===== config.mk =====
export PLATFORM = sky130hd
export DESIGN_NAME = alu_arbiter
export DESIGN_NICKNAME = d
export VERILOG_FILES = /design/src/rtl/alu_pkg.sv /design/src/rtl/alu.sv /design/src/rtl/alu_arbiter.sv
export SDC_FILE = /design/constraint.sdc
export NUM_CORES = 1
export LEC_CHECK = 0
export CELL_PAD_IN_SITES_DETAIL_PLACEMENT = 1
export CELL_PAD_IN_SITES_GLOBAL_PLACEMENT = 1
export CORE_AREA = 2 2 172 174
export DETAILED_ROUTE_END_ITERATION = 8
export DIE_AREA = 0 0 174 176
export PLACE_DENSITY = 0.74
export SYNTH_ARGS = -nofsm -noshare
export SYNTH_HDL_FRONTEND = slang
export SYNTH_SLANG_ARGS = --single-unit

===== constraint.sdc =====
create_clock -name clk -period 4.1 [get_ports clk]
set_input_delay 0.82 -clock clk [delete_from_list [all_inputs] [get_ports clk]]
set_output_delay 0.82 -clock clk [all_outputs]
set_load 0.1 [all_outputs]

===== src/rtl/alu_pkg.sv =====
// Shared definitions for the ALU and its two-requester arbiter:
// opcode encodings, the legal-opcode check and the arbiter FSM states.
package alu_pkg;

    localparam logic [2:0] ALU_ADD = 3'b000;
    localparam logic [2:0] ALU_SUB = 3'b001;
    localparam logic [2:0] ALU_AND = 3'b010;
    localparam logic [2:0] ALU_OR  = 3'b011;
    localparam logic [2:0] ALU_SRL = 3'b100;
    localparam logic [2:0] ALU_SRA = 3'b101;

    typedef enum logic [1:0] {
        IDLE = 2'd0,
        EXEC = 2'd1,
        RESP = 2'd2
    } state_t;

    // Opcodes 110 and 111 have no defined operation.
    function automatic logic op_legal(input logic [2:0] op);
        return (op <= ALU_SRA);
    endfunction

endpackage


===== src/rtl/alu.sv =====
// Combinational ALU: add/sub wrap, bitwise and/or, and logical/arithmetic
// right shifts that take the whole B operand as the shift amount.
module alu
    import alu_pkg::*;
#(
    parameter int WIDTH = 32
) (
    input  logic [WIDTH-1:0] A,
    input  logic [WIDTH-1:0] B,
    input  logic [2:0]       ALUOp,
    output logic [WIDTH-1:0] C
);

    // Select the operation; undefined opcodes produce zero so nothing latches.
    always_comb begin
        C = '0;
        case (ALUOp)
            ALU_ADD: C = A + B;
            ALU_SUB: C = A - B;
            ALU_AND: C = A & B;
            ALU_OR:  C = A | B;
            ALU_SRL: C = A >> B;
            ALU_SRA: C = unsigned'($signed(A) >>> B);
            default: C = '0;
        endcase
    end

endmodule


===== src/rtl/alu_arbiter.sv =====
// Round-robin scheduler letting two requesters share one ALU. An accepted
// operation is latched, executed for one cycle, and its registered result is
// held on the owner's response channel until the owner takes it.
module alu_arbiter
    import alu_pkg::*;
#(
    parameter int WIDTH = 32
) (
    input  logic             clk,
    input  logic             rst_n,
    input  logic             req0_valid,
    output logic             req0_ready,
    input  logic [WIDTH-1:0] req0_a,
    input  logic [WIDTH-1:0] req0_b,
    input  logic [2:0]       req0_op,
    input  logic             req1_valid,
    output logic             req1_ready,
    input  logic [WIDTH-1:0] req1_a,
    input  logic [WIDTH-1:0] req1_b,
    input  logic [2:0]       req1_op,
    output logic             rsp0_valid,
    input  logic             rsp0_ready,
    output logic             rsp1_valid,
    input  logic             rsp1_ready,
    output logic [WIDTH-1:0] rsp_data,
    output logic             rsp_err,
    output logic             busy
);

    state_t           r_state;
    state_t           w_nextState;
    logic             r_prio;
    logic             r_owner;
    logic [WIDTH-1:0] r_a;
    logic [WIDTH-1:0] r_b;
    logic [2:0]       r_op;

    logic             w_grant1;
    logic             w_ready0;
    logic             w_ready1;
    logic             w_accept0;
    logic             w_accept1;
    logic [WIDTH-1:0] w_aluC;

    // Requester 1 wins when it is alone or when both ask and it holds priority.
    // Readies are masked by reset so nothing looks accepted while held in reset.
    assign w_grant1  = req1_valid && (!req0_valid || r_prio);
    assign w_ready0  = rst_n && (r_state == IDLE) && req0_valid && !w_grant1;
    assign w_ready1  = rst_n && (r_state == IDLE) && w_grant1;
    assign w_accept0 = req0_valid && w_ready0;
    assign w_accept1 = req1_valid && w_ready1;

    assign req0_ready = w_ready0;
    assign req1_ready = w_ready1;

    alu #(.WIDTH(WIDTH)) u_alu (
        .A     (r_a),
        .B     (r_b),
        .ALUOp (r_op),
        .C     (w_aluC)
    );

    // State register.
    always_ff @(posedge clk or negedge rst_n) begin
        if (!rst_n) begin
            r_state <= IDLE;
        end else begin
            r_state <= w_nextState;
        end
    end

    // Next-state logic and response-channel valids.
    always_comb begin
        w_nextState = r_state;
        rsp0_valid  = 1'b0;
        rsp1_valid  = 1'b0;
        busy        = (r_state != IDLE);
        case (r_state)
            IDLE: begin
                if (w_accept0 || w_accept1) begin
                    w_nextState = EXEC;
                end
            end
            EXEC: begin
                w_nextState = RESP;
            end
            RESP: begin
                if (!r_owner) begin
                    rsp0_valid = 1'b1;
                    if (rsp0_ready) begin
                        w_nextState = IDLE;
                    end
                end else begin
                    rsp1_valid = 1'b1;
                    if (rsp1_ready) begin
                        w_nextState = IDLE;
                    end
                end
            end
            default: begin
                w_nextState = IDLE;
            end
        endcase
    end

    // Operand capture on accept and result registration during EXEC.
    always_ff @(posedge clk or negedge rst_n) begin
        if (!rst_n) begin
            r_prio   <= 1'b0;
            r_owner  <= 1'b0;
            r_a      <= '0;
            r_b      <= '0;
            r_op     <= ALU_ADD;
            rsp_data <= '0;
            rsp_err  <= 1'b0;
        end else begin
            if (w_accept0) begin
                r_a     <= req0_a;
                r_b     <= req0_b;
                r_op    <= req0_op;
                r_owner <= 1'b0;
                r_prio  <= 1'b1;
            end else if (w_accept1) begin
                r_a     <= req1_a;
                r_b     <= req1_b;
                r_op    <= req1_op;
                r_owner <= 1'b1;
                r_prio  <= 1'b0;
            end
            if (r_state == EXEC) begin
                if (op_legal(r_op)) begin
                    rsp_data <= w_aluC;
                    rsp_err  <= 1'b0;
                end else begin
                    rsp_data <= '0;
                    rsp_err  <= 1'b1;
                end
            end
        end
    end

endmodule


==> impl_metrics.prom, run 1 <==
# TYPE chip_impl_metric gauge
chip_impl_metric{name="route.detailed.vias_per_inst",unit=""} 6.30
chip_impl_metric{name="routed_wl",unit="microns"} 48800
chip_impl_metric{name="cts_made_buffers",unit=""} 9
chip_impl_metric{name="syn_nets",unit=""} 1462
chip_impl_metric{name="clock.fmax",unit="MHz"} 254
chip_impl_metric{name="post_layout_minimum_cycle_time",unit="ps"} 3940
chip_impl_metric{name="number_of_placement_rows",unit=""} 62
chip_impl_info{name="most_common_flop_cell_mapped_by_yosys",value="dfrtp_1"} 1
chip_impl_metric{name="cts_buffer_depth",unit=""} 2
chip_impl_metric{name="portBuffers",unit=""} 177
chip_impl_metric{name="dp_worst_setup_slack",unit="ps"} 82.4
chip_impl_metric{name="cell_area_after_synthesis",unit="sq um"} 10300
chip_impl_metric{name="finalMaxSlewViolations",unit=""} 0
chip_impl_metric{name="number_of_synthesized_register_bits",unit=""} 104
chip_impl_metric{name="grt_overflow_total",unit=""} 0
chip_impl_metric{name="synthesis.yosys.warnings",unit=""} 0
chip_impl_metric{name="drt_iter0_drc",unit=""} 1133
chip_impl_metric{name="clkTransAtPathRegs",unit="ps"} 90
chip_impl_metric{name="initial_core_util",unit="%"} 35.9
chip_impl_metric{name="share_of_flip_flops_with_an_asynchronous_set_or_reset_after_synthesis",unit="%"} 100
chip_impl_metric{name="fin_crit_sh",unit="%"} 96.0
chip_impl_info{name="hold_path_class",value="reg2reg"} 1
chip_impl_metric{name="route.vias.total",unit=""} 11800
chip_impl_info{name="run_status",value="completed"} 1
chip_impl_metric{name="worst_ep_arrival_time",unit="ps"} 4250
chip_impl_metric{name="tightest_slew",unit="ps"} 1010
chip_impl_metric{name="ioPinCount",unit=""} 178
chip_impl_metric{name="core_region_area",unit="sq um"} 28500
chip_impl_info{name="crit_type",value="reg2reg"} 1
chip_impl_info{name="clock_tree.root_cell",value="clkbuf_16"} 1
chip_impl_metric{name="grt_pass1_vias",unit=""} 11700
chip_impl_metric{name="place_congestion",unit=""} 1.00
chip_impl_metric{name="overall_fraction_of_global_route_tracks_in_use",unit="%"} 31.5
chip_impl_metric{name="max-slew-margin-rel",unit="%"} 32.6
chip_impl_metric{name="drv.max_cap_violation_count",unit=""} 0
chip_impl_metric{name="minimum_setup_slack_in_the_final_design",unit="ps"} 163
chip_impl_metric{name="grt_pass1_wl",unit="microns"} 73200
chip_impl_metric{name="syn_area_per_cell",unit="sq um"} 7.97
chip_impl_metric{name="syn2layout_area_growth",unit="%"} 30.4
chip_impl_metric{name="post-synth-top-area-fraction",unit="%"} 25.4
chip_impl_info{name="startpoint_type",value="flop"} 1
chip_impl_info{name="netlist_top_cells_area",value="dfrtp_1 (25%), nand2_1 (8.5%), a22oi_1 (5.5%)"} 1
chip_impl_metric{name="finClkSkew",unit="ps"} 14.9
chip_impl_metric{name="avgRoutedWirePerCell",unit="microns"} 26.0
chip_impl_metric{name="placed_cells_incl_taps",unit=""} 1857
chip_impl_metric{name="die-height",unit="microns"} 176
chip_impl_info{name="rsz_0062_raised_after_global_routing",value="yes"} 1
chip_impl_metric{name="clk-insertion-delay-late",unit="ps"} 390
chip_impl_metric{name="die-width",unit="microns"} 174
chip_impl_metric{name="antenna_found_initial",unit=""} 0
chip_impl_metric{name="post_layout_nonfiller_instances",unit=""} 1875
chip_impl_metric{name="post-route-drc-count",unit=""} 0
chip_impl_metric{name="dieArea",unit="sq um"} 30600
chip_impl_metric{name="drive_above_1_share",unit="%"} 14.6
chip_impl_info{name="end_kind",value="flop"} 1
chip_impl_metric{name="synth_enable_flop_cells",unit=""} 0
chip_impl_metric{name="min_delay_path_depth",unit=""} 2
chip_impl_info{name="tritoncts_clock_tree",value="done"} 1
chip_impl_metric{name="hold_viol",unit=""} 0
chip_impl_metric{name="clock_sink_count",unit=""} 104
chip_impl_info{name="post-synth-top-area-cell",value="dfrtp_1"} 1
chip_impl_metric{name="seq_area_frac_synth",unit="%"} 25.4
chip_impl_metric{name="ys_types",unit=""} 84
chip_impl_metric{name="detailedPlacementHpwl",unit="microns"} 38200
chip_impl_metric{name="ff2ff_path_depth",unit=""} 17
chip_impl_metric{name="crit_path_max_fanout",unit=""} 6
chip_impl_metric{name="nets",unit=""} 1661
chip_impl_metric{name="ctsHtreeMaxLevel",unit=""} 3
chip_impl_metric{name="antennaDiodeCount",unit=""} 0
chip_impl_metric{name="timing.critical_path.required",unit="ps"} 4410
chip_impl_metric{name="setup_viol",unit=""} 0
chip_impl_metric{name="largest_net_degree_at_the_start_of_global_routing",unit=""} 68
chip_impl_metric{name="detailedRoute.firstPassIterationCount",unit=""} 5
chip_impl_metric{name="postRouteAntennaNets",unit=""} 0
chip_impl_metric{name="synthesis.instances",unit=""} 1287
-- worst max-delay path, stage by stage (launching register included) --
cell	delay, ps
dfrtp_1	410
nor4_2	320
buf_4	210
and3_4	190
buf_4	100
nor2_1	50
xnor2_1	150
ha_1	430
nand4_1	240
nor2_1	210
o311ai_1	140
buf_4	180
buf_4	140
a21oi_1	370
nor2_1	100
xnor2_1	350
a21oi_1	160
nor2_1	100
-- worst paths after layout --
kind                              start      endpoint  slack (ps)
setup / recovery                 r_b[5]  rsp_data[17]         160
hold / removal             rsp_data[19]  rsp_data[19]         490
setup reg to reg                 r_b[5]  rsp_data[17]         160
hold reg to reg            rsp_data[19]  rsp_data[19]         490
max in group asynchronous         rst_n        r_b[1]        2230
min in group asynchronous         rst_n   rsp_data[3]         600
-- synthesized netlist by cell type, types with 7 or more instances --
library cell and count:
nand2_1 231, dfrtp_1 104, nor2_1 99, a21oi_1 95, o21ai_0 84, a22oi_1 75
clkbuf_1 67, mux2i_1 38, ha_1 34, xnor2_1 30, maj3_1 25, mux4_2 25
xor2_1 22, inv_1 20, a31oi_1 18, nor3_1 17, nand3_1 16, a221oi_1 14
o211ai_1 13, a211oi_1 11, nor4_1 11, a311oi_1 10, buf_1 10, buf_2 10
mux2_2 9, nand2b_1 9, nor2b_1 9, o22ai_1 9, o31ai_1 9, a221o_1 7
and2_1 7, nand4_1 7, o21a_1 7, or3_1 7
-- state kept, by name (all words and copies together) (netlist names) --
signal	count
r_owner	1
r_prio	1
rsp_err	1
r_state	2
r_b	32
r_op	3
r_a	32
rsp_data	32
-- repair_timing --
item,4_1_cts,5_1_grt
hold buffers,0,0
gates resized for setup,0,25
setup endpoints to repair,0,11
buffers inserted,0,2
-- metrics by stage --
step	hold WS, ps	cell area (sq um)	TNS (ps)	utilization, %
after global placement	468	13000	0	45.4
final	486	13400	0	46.9
after floorplan	472	10300	0	-
after global routing	512	13400	-73.0	46.9
after CTS	490	13300	0	46.4
after detailed placement	472	13000	0	45.4
-- per-layer routing --
layer  up-vias  track usage (%)  wire length (microns)  share of wire [%]
met4         0             13.9                   2060                4.2
met2       607             48.3                  21300                 44
met1      5866             44.0                  21400                 44
met3       119             4.87                   4000                8.2
li1       5224                -                      -                  -
met5         -                0                      0                  0
-- layout make-up --
| class | count | area (sq um) |
|---|---|---|
| repair buffers | 285 | 2620 |
| clock buffers | 10 | 229 |
| well taps | 384 | 480 |
| fillers | 3428 | 15200 |
| inverters | 24 | 90.1 |
| multi-input cells | 1062 | 7290 |
| clock inverters | 6 | 61.3 |
| flip-flops and latches | 104 | 2610 |
-- cells in the final DEF (no fill, tap or decap), types with 21 or more instances in the layout --
| master | Yosys | routed |
|---|---|---|
| nand2_1 | 231 | 231 |
| ha_1 | 34 | 34 |
| buf_4 | 5 | 107 |
| xnor2_1 | 30 | 30 |
| a21oi_1 | 95 | 88 |
| mux2i_1 | 38 | 37 |
| xor2_1 | 22 | 21 |
| dfrtp_1 | 104 | 102 |
| nor2_1 | 99 | 96 |
| o21ai_0 | 84 | 80 |
| clkdlybuf4s50_1 | 0 | 174 |
| mux4_2 | 25 | 25 |
| maj3_1 | 25 | 25 |
| a22oi_1 | 75 | 75 |
-- cells by family after synthesis --
kind of cell | synth area share (%)
flops | 25.4
mux | 10.2
simple gates | 19.7
buf+inv | 5.10
xor+xnor | 4.44
compound gates | 28.4
fa+ha+maj | 6.78
Power of run 1 is left out: the tool's default activity adds up to more than one toggle a clock period on the data nets, which glitch-free logic cannot reach.
==> run 2, diff against run 1 <==
--- a/config.mk
+++ b/config.mk
@@ -7,10 +7,11 @@
 export LEC_CHECK = 0
 export CELL_PAD_IN_SITES_DETAIL_PLACEMENT = 1
 export CELL_PAD_IN_SITES_GLOBAL_PLACEMENT = 1
-export CORE_AREA = 2 2 172 174
+export CORE_AREA = 10 10 180 182
 export DETAILED_ROUTE_END_ITERATION = 8
-export DIE_AREA = 0 0 174 176
+export DIE_AREA = 0 0 190 192
 export PLACE_DENSITY = 0.74
+export RECOVER_POWER = 50
 export SYNTH_ARGS = -nofsm -noshare
 export SYNTH_HDL_FRONTEND = slang
 export SYNTH_SLANG_ARGS = --single-unit
==> impl_metrics.prom, run 2 (synthesis results as in run 1) <==
# TYPE chip_impl_metric gauge
chip_impl_metric{name="grt_overflow_total",unit=""} 0
chip_impl_info{name="tritoncts_clock_tree",value="done"} 1
chip_impl_metric{name="grt_pass1_vias",unit=""} 11800
chip_impl_info{name="crit_path_cell_trace",value="nor4_2 -> buf_4 -> nand3_1 -> nor4_2 -> buf_4 -> nand2b_1 -> o31ai_2 -> xor2_1 -> ha_1 -> a21o_1 -> a21o_1 -> a21o_1 -> or3b_2 -> a311oi_2 -> nor2_1 -> xnor2_1 -> o21ai_0"} 1
chip_impl_metric{name="route.vias.total",unit=""} 11800
chip_impl_metric{name="die-width",unit="microns"} 190
chip_impl_metric{name="postRouteAntennaNets",unit=""} 0
chip_impl_metric{name="drt_iter0_drc",unit=""} 1264
chip_impl_metric{name="hold_buffers",unit=""} 0
chip_impl_metric{name="clock_sink_count",unit=""} 104
chip_impl_metric{name="cpPeakStageDelay",unit="ps"} 450
chip_impl_metric{name="max-slew-margin-rel",unit="%"} -50.7
chip_impl_metric{name="portBuffers",unit=""} 177
chip_impl_info{name="top_regs",value="r_a: 32 flops, r_b: 32 flops, rsp_data: 32 flops"} 1
chip_impl_metric{name="nets",unit=""} 1681
chip_impl_metric{name="cts_buffer_depth",unit=""} 2
chip_impl_metric{name="layout.filler_cells",unit=""} 3406
chip_impl_metric{name="drv.max_cap_violation_count",unit=""} 1
chip_impl_metric{name="number_of_placement_rows",unit=""} 62
chip_impl_info{name="hold_path_class",value="reg2reg"} 1
chip_impl_metric{name="drive_above_1_share",unit="%"} 15.2
chip_impl_metric{name="ctsHtreeMaxLevel",unit=""} 3
chip_impl_metric{name="timing.critical_path.required",unit="ps"} 4350
chip_impl_metric{name="antennaDiodeCount",unit=""} 0
chip_impl_info{name="rsz_0062_raised_after_global_routing",value="yes"} 1
chip_impl_metric{name="die-height",unit="microns"} 192
chip_impl_metric{name="tightest_slew",unit="ps"} 2260
chip_impl_metric{name="core_region_area",unit="sq um"} 28600
chip_impl_metric{name="grt_pass1_wl",unit="microns"} 76100
chip_impl_metric{name="crit_path_max_fanout",unit=""} 5
chip_impl_metric{name="overall_fraction_of_global_route_tracks_in_use",unit="%"} 27.1
chip_impl_metric{name="finClkSkew",unit="ps"} 16.5
chip_impl_info{name="end_kind",value="flop"} 1
chip_impl_info{name="critical-path-top-cell-by-count",value="a21o_1"} 1
chip_impl_metric{name="clk-insertion-delay-late",unit="ps"} 380
chip_impl_info{name="commonest_cells_after_routing_fill_and_taps_aside",value="nand2_1 (231), clkdlybuf4s50_1 (174), buf_4 (123)"} 1
chip_impl_metric{name="post_layout_minimum_cycle_time",unit="ps"} 3930
chip_impl_metric{name="hold_viol",unit=""} 0
chip_impl_metric{name="detailedRoute.firstPassIterationCount",unit=""} 5
chip_impl_metric{name="avgRoutedWirePerCell",unit="microns"} 26.7
chip_impl_info{name="violations_in_the_final_reports",value="max-capacitance violations, max-slew violations"} 1
chip_impl_metric{name="place_congestion",unit=""} 0.986
chip_impl_metric{name="dieArea",unit="sq um"} 36500
chip_impl_metric{name="fin_crit_sh",unit="%"} 95.8
chip_impl_metric{name="fin_hold_ws",unit="ps"} 486
chip_impl_metric{name="ioPinCount",unit=""} 178
chip_impl_metric{name="post-route-drc-count",unit=""} 0
chip_impl_metric{name="routed_wl",unit="microns"} 50600
chip_impl_metric{name="cts_made_buffers",unit=""} 9
chip_impl_info{name="startpoint_type",value="flop"} 1
chip_impl_metric{name="route.detailed.vias_per_inst",unit=""} 6.25
chip_impl_info{name="crit_type",value="reg2reg"} 1
chip_impl_metric{name="setup_viol",unit=""} 0
chip_impl_metric{name="largest_net_degree_at_the_start_of_global_routing",unit=""} 68
chip_impl_metric{name="clkTransAtPathRegs",unit="ps"} 80
chip_impl_metric{name="register_to_register_setup_slack",unit="ps"} 170
chip_impl_metric{name="syn2layout_area_growth",unit="%"} 31.5
chip_impl_metric{name="antenna_found_initial",unit=""} 0
chip_impl_metric{name="detailedPlacementHpwl",unit="microns"} 40200
chip_impl_metric{name="initial_core_util",unit="%"} 35.8
chip_impl_metric{name="clock.fmax",unit="MHz"} 255
chip_impl_info{name="crit_slowest_cell",value="or3b_2"} 1
chip_impl_info{name="layout_commonest_cell",value="nand2_1"} 1
chip_impl_info{name="run_status",value="finished with violations"} 1
chip_impl_metric{name="finalMaxSlewViolations",unit=""} 40
chip_impl_info{name="clock_tree.root_cell",value="clkbuf_16"} 1
chip_impl_metric{name="worst_ep_arrival_time",unit="ps"} 4180
[run 2: changes by cell type in the layout (fill, tap and decap cells not counted), moves of 2 or more]
cell / delta
a21oi_1: +3
a21oi_2: -2
buf_4: +16
clkinv_4: +2
o21ai_1: +2
[run 2: what timing repair did]
action / CTS / global route
buffers inserted: 0 / 2
endpoints found under the setup margin: 1 / 12
pin swaps: 0 / 3
gates resized for setup: 1 / 17
[run 2: cell type report]
class                   instances  area [sq um]  share of cell area [%]
clock buffers                   9           225                    1.67
inverters                      24          90.1                   0.668
flip-flops and latches        104          2610                    19.3
repair buffers                305          2770                    20.5
multi-input cells            1062          7250                    53.7
well taps                     384           480                    3.56
clock inverters                 7          73.8                   0.547
[run 2: worst max-delay path, delay by kind of cell, from the launching register on]
family / cells / cell delay [ps]
AOI/OAI and AO/OA: 6 / 1110
xor gates and xnor gates: 2 / 400
adders and majority gates: 1 / 280
buffers and inverters: 2 / 380
DFF: 1 / 420
and+or+nand+nor: 6 / 1210
[run 2: metal layers]
metal / vias up / GRT usage [%] / share of wire (%)
met3: 105 / 6.51 / 9.3
met1: 5840 / 35.9 / 44
li1: 5257 / - / -
met2: 636 / 42.2 / 44
met4: 0 / 9.65 / 3.5
met5: - / 0 / 0
[run 2: metrics by stage]
stage	utilization [%]	worst slack, ps	instance area (sq um)	setup TNS (ps)	cells
final	47.1	171	13500	0	1895
after global routing	47.1	-54.9	13500	-398	1895
after CTS	46.9	49.0	13400	0	1893
after detailed placement	45.9	29.8	13100	0	1877
after global placement	45.9	229	13100	0	1877
after floorplan	-	24.5	10300	0	1287
[run 2: path summary, 6_finish.rpt]
check | from | endpoint | depth (start not counted)
min | rsp_data[19] | rsp_data[19] | 2
min in group asynchronous | rst_n | rsp_data[3] | 2
max | r_b[5] | rsp_data[31] | 17
min reg2reg | rsp_data[19] | rsp_data[19] | 2
max reg2reg | r_b[5] | rsp_data[31] | 17
max in group asynchronous | rst_n | r_b[22] | 3
Power of run 2 is left out for the same reason.
